==> src/rtl/mux8_x0.sv <==
// 8:1 combinational mux cell with a clock-domain monitor on its output.
// Q is a pure combinational path (usable inside a ring oscillator); the
// monitor synchronizes Q, detects rising edges and counts them with a
// sticky overflow flag.
module mux8_x0 #(
  parameter int CNT_W = 16
) (
  input  logic             clk,
  input  logic             rst_n,
  input  logic             S0,
  input  logic             S1,
  input  logic             S2,
  input  logic             A,
  input  logic             B,
  input  logic             C,
  input  logic             D,
  input  logic             E,
  input  logic             F,
  input  logic             G,
  input  logic             H,
  input  logic             CNT_EN,
  input  logic             CNT_CLR,
  output logic             Q,
  output logic             Q_SYNC,
  output logic [2:0]       SEL_REG,
  output logic [CNT_W-1:0] EDGE_CNT,
  output logic             CNT_OVF
);

  localparam logic [CNT_W-1:0] CNT_ONE = {{(CNT_W-1){1'b0}}, 1'b1};

  logic [7:0]       data_w;
  logic [2:0]       sel_w;

  logic             sync1_q, sync1_d;
  logic             qsync_q, qsync_d;
  logic             qprev_q, qprev_d;
  logic [2:0]       sel_q,   sel_d;
  logic [CNT_W-1:0] cnt_q,   cnt_d;
  logic             ovf_q,   ovf_d;
  logic             rise_w;

  // Combinational mux: indexing keeps an X/Z select as X instead of
  // collapsing it to some default input, and no storage is inferred.
  assign data_w = {H, G, F, E, D, C, B, A};
  assign sel_w  = {S2, S1, S0};
  assign Q      = data_w[sel_w];

  // Rising edge of the synchronized output, seen one cycle after Q_SYNC rises.
  assign rise_w = qsync_q & ~qprev_q;

  // Next-state logic: synchronizer shift, select capture and edge counter.
  always_comb begin
    sync1_d = Q;
    qsync_d = sync1_q;
    qprev_d = qsync_q;
    sel_d   = sel_w;
    cnt_d   = cnt_q;
    ovf_d   = ovf_q;
    if (CNT_CLR) begin
      // Clear wins over a coincident increment or wrap.
      cnt_d = '0;
      ovf_d = 1'b0;
    end else if (CNT_EN && rise_w) begin
      cnt_d = cnt_q + CNT_ONE;
      if (cnt_q == '1) begin
        ovf_d = 1'b1;
      end
    end
  end

  // Stage boundary: all monitor state, synchronous active-low reset.
  always_ff @(posedge clk) begin
    if (!rst_n) begin
      sync1_q <= 1'b0;
      qsync_q <= 1'b0;
      qprev_q <= 1'b0;
      sel_q   <= 3'b000;
      cnt_q   <= '0;
      ovf_q   <= 1'b0;
    end else begin
      sync1_q <= sync1_d;
      qsync_q <= qsync_d;
      qprev_q <= qprev_d;
      sel_q   <= sel_d;
      cnt_q   <= cnt_d;
      ovf_q   <= ovf_d;
    end
  end

  assign Q_SYNC   = qsync_q;
  assign SEL_REG  = sel_q;
  assign EDGE_CNT = cnt_q;
  assign CNT_OVF  = ovf_q;

endmodule

==> config.mk <==
export PLATFORM = sky130hd
export DESIGN_NAME = mux8_x0
export DESIGN_NICKNAME = d
export VERILOG_FILES = /design/src/rtl/mux8_x0.sv
export SDC_FILE = /design/constraint.sdc
export NUM_CORES = 1
export LEC_CHECK = 0
export ABC_AREA = 1
export CELL_PAD_IN_SITES_DETAIL_PLACEMENT = 1
export CELL_PAD_IN_SITES_GLOBAL_PLACEMENT = 2
export CORE_MARGIN = 3
export CORE_UTILIZATION = 23
export DETAILED_ROUTE_END_ITERATION = 12
export PLACE_DENSITY_LB_ADDON = 0.1
export SLEW_MARGIN = 40
export SYNTH_ARGS = -nofsm -noshare
export SYNTH_HDL_FRONTEND = slang
export SYNTH_SLANG_ARGS = --single-unit
==> constraint.sdc <==
create_clock -name clk -period 1.4 [get_ports clk]
set_input_delay 0.14 -clock clk [delete_from_list [all_inputs] [get_ports clk]]
set_output_delay 0.14 -clock clk [all_outputs]
set_load 0.05 [all_outputs]
==> results.sh <==
export IMPL_outcome="completed"
export IMPL_placed_cell_area_mm2=0.00190
export IMPL_fin_total_pwr_uw=1290
export IMPL_powerDensity_mw_per_mm2=642
export IMPL_critical_path_cell_chain="clkdlybuf4s50_1 -> nor2_1 -> nor2_1 -> o21ai_0 -> nand2_1 -> nand2_2 -> nand2_2 -> buf_12"
export IMPL_gp_congestion=0.866
export IMPL_crit_required_ns=1.26
export IMPL_slew_viol_final=0
export IMPL_clock_sinks=23
export IMPL_synth_area_leader_cell="dfxtp_1"
export IMPL_worst_slew_pin_slew_ns=0.388
export IMPL_cts_buffers=3
export IMPL_maxCapViolations=0
export IMPL_hpwl_um=3060
export IMPL_antenna_found_initial=0
export IMPL_ys_top_cells_by_area="dfxtp_1 39%, nand2_1 14%, nor2_1 11%"
export IMPL_worstHoldPathType="in -> reg"
export IMPL_max_stage_delay_ns=0.45
export IMPL_vias_per_cell=4.35
export IMPL_grt_overflow=0
export IMPL_synth_top_cell_area_share_pct=39.2
export IMPL_ir_worst_vdd_uv=486
export IMPL_critPathBufInv=2
export IMPL_design_area_mm2=0.00201
export IMPL_finalCritPeriodShare_pct=95.8
export IMPL_grt_max_degree=13
export IMPL_die_area_mm2=0.00600
export IMPL_synth_edf_count=0
export IMPL_critPathLaunchType="input pin"
export IMPL_async_flop_share_pct=0
export IMPL_grt_pass1_vias=1420
export IMPL_die_w_um=77.4
export IMPL_clkTransAtPathRegs_ns=0.09
export IMPL_holdWs_ns=0.260
export IMPL_critical_path_class="in -> out"
export IMPL_drt_iter0_drc=34
export IMPL_dieHeight_um=77.4
export IMPL_max_freq_ghz=0.745
export IMPL_synthDistinctLibCells=19
export IMPL_port_buffers=36
export IMPL_synthTopCellsByCount="45 x nand2_1, 35 x nor2_1, 32 x inv_1"
export IMPL_num_io_pins=37
export IMPL_drcViolationCount=0
export IMPL_hold_violations=0
export IMPL_cts_tree="done"
export IMPL_cp_max_fo=2
export IMPL_synthFlopType="dfxtp_1"
export IMPL_finalSetupViolations=0
export IMPL_syn_area_per_cell_um2=6.38
export IMPL_worstPathArrival_ns=1.20
export IMPL_ant_nets=0
export IMPL_dr_pass1_iters=4
export IMPL_layout_min_cycle_time_ns=1.34
export IMPL_ys_seq_area_share_pct=39.2
export IMPL_worstSetupEndpointType="output pin"
export IMPL_fin_util_pct=41.7
export IMPL_yosysMostFrequentCell="nand2_1"
export IMPL_wirelength_um=3760
export IMPL_cts_max_path_buffers=2
export IMPL_crit_slowest_cell="clkdlybuf4s50_1"
export IMPL_area_growth_pct=71.3
export IMPL_vias=1322
export IMPL_route_detailed_wl_per_inst_um=12.4
export IMPL_clk_latency_ns=0.27
export IMPL_diodes=0
export IMPL_layout_nets=254
export IMPL_syn_area_mm2=0.00117
export IMPL_h_tree_depth=1
export IMPL_cts_root_buffer="clkbuf_8"
export IMPL_grt_pass1_wl_um=6420
export IMPL_track_usage_pct=13.3
export IMPL_netlist_instances=184
export IMPL_cp_top_family="buffers and inverters"
export IMPL_rows=25
export IMPL_synth_fp_nets=200
export IMPL_layout_drive_gt1_share_pct=28.3
export IMPL_grt_setup_unrepaired="yes"
export IMPL_skew_ns=0.00191
export IMPL_leakagePower_uw=0.000875
export IMPL_synth_seq_cells=23
export IMPL_start_util_pct=24.4
export IMPL_max_slew_margin_pct=74.0
export IMPL_core_mm2=0.00482
export IMPL_ys_warn_count=0
registers in the layout (all words and copies together) (netlist names):
register  cells
qprev_q       1
CNT_OVF       1
SEL_REG       3
Q_SYNC        1
EDGE_CNT     16
qsync_d       1
report_power, final:
group	switching, uW	internal, uW	total [uW]	leakage (uW)
Combinational	95.5	89.9	185	0.000660
Clock	234	204	438	0.0000228
Sequential	6.50	661	667	0.000192
Total	336	954	1290	0.000875
path summary, 6_finish.rpt:
kind                   to        start  cells past startpoint  slack (ns)
min            SEL_REG[1]           S1                      3        0.26
max reg2reg  EDGE_CNT[11]  EDGE_CNT[0]                      8        0.10
min reg2reg        Q_SYNC      qsync_d                      2        0.41
max                     Q            C                      8        0.06
worst min-delay path: stages:
cell and delay [ns]:
dlygate4sd2_1 0.26, nand2_1 0.07, inv_1 0.04
metal layers:
layer / global-route usage [%] / up-vias / share of wire (%)
met5: 0 / - / 0
met4: 2.31 / 0 / 0.69
met3: 4.06 / 4 / 3.9
met2: 24.5 / 21 / 52
met1: 15.0 / 628 / 44
li1: - / 669 / -
cells in the final DEF (no fill, tap or decap):
master / count
nor2_1: 34
o21ai_1: 3
nor3_1: 1
clkdlybuf4s50_1: 10
inv_1: 32
o21ai_0: 6
dfxtp_4: 2
o21bai_1: 1
nor3_2: 1
xnor2_1: 1
nand2_2: 8
nor2_4: 4
dlygate4sd2_1: 2
nand3_2: 1
ha_4: 1
a21oi_1: 6
buf_12: 19
nand4_1: 5
buf_4: 17
dfxtp_2: 8
o21a_1: 1
clkbuf_8: 3
clkbuf_1: 1
dfxtp_1: 13
dlymetal6s2s_1: 2
nor2_2: 2
nand2_1: 40
xor2_1: 1
inv_2: 1
nand3_1: 11
cell type report:
type / count / area [um2]
Timing Repair Buffer: 50 / 651
Fill cell: 623 / 2810
Multi-Input combinational cell: 127 / 629
Tap cell: 67 / 83.8
Sequential cell: 23 / 478
Inverter: 33 / 124
Clock buffer: 4 / 45.0
metrics by stage:
stage / setup TNS, ns / setup slack, ns / cells
after CTS: 0 / 0.0110 / 304
after detailed placement: -1.47 / -0.204 / 298
after global routing: -0.112 / -0.0443 / 304
final: 0 / 0.0586 / 304
after floorplan: -0.00486 / -0.00486 / 184
after global placement: -0.611 / -0.104 / 298
kinds of logic after synthesis:
logic type / count (synthesis) / share of synthesized area (%)
simple gates: 107 / 39.3
buf+inv: 34 / 11.2
flops: 23 / 39.2
compound gates: 17 / 7.68
xor+xnor: 2 / 1.49
fa+ha+maj: 1 / 1.07
timing repair:
action | CTS | global route
endpoints found under the hold margin | 0 | 0
pin swaps | 2 | 6
resized for setup | 4 | 17
hold buffers | 0 | 0
setup endpoints to repair | 4 | 7
buffers inserted | 2 | 0
No activity file was read; power rests on OpenSTA's default activity.
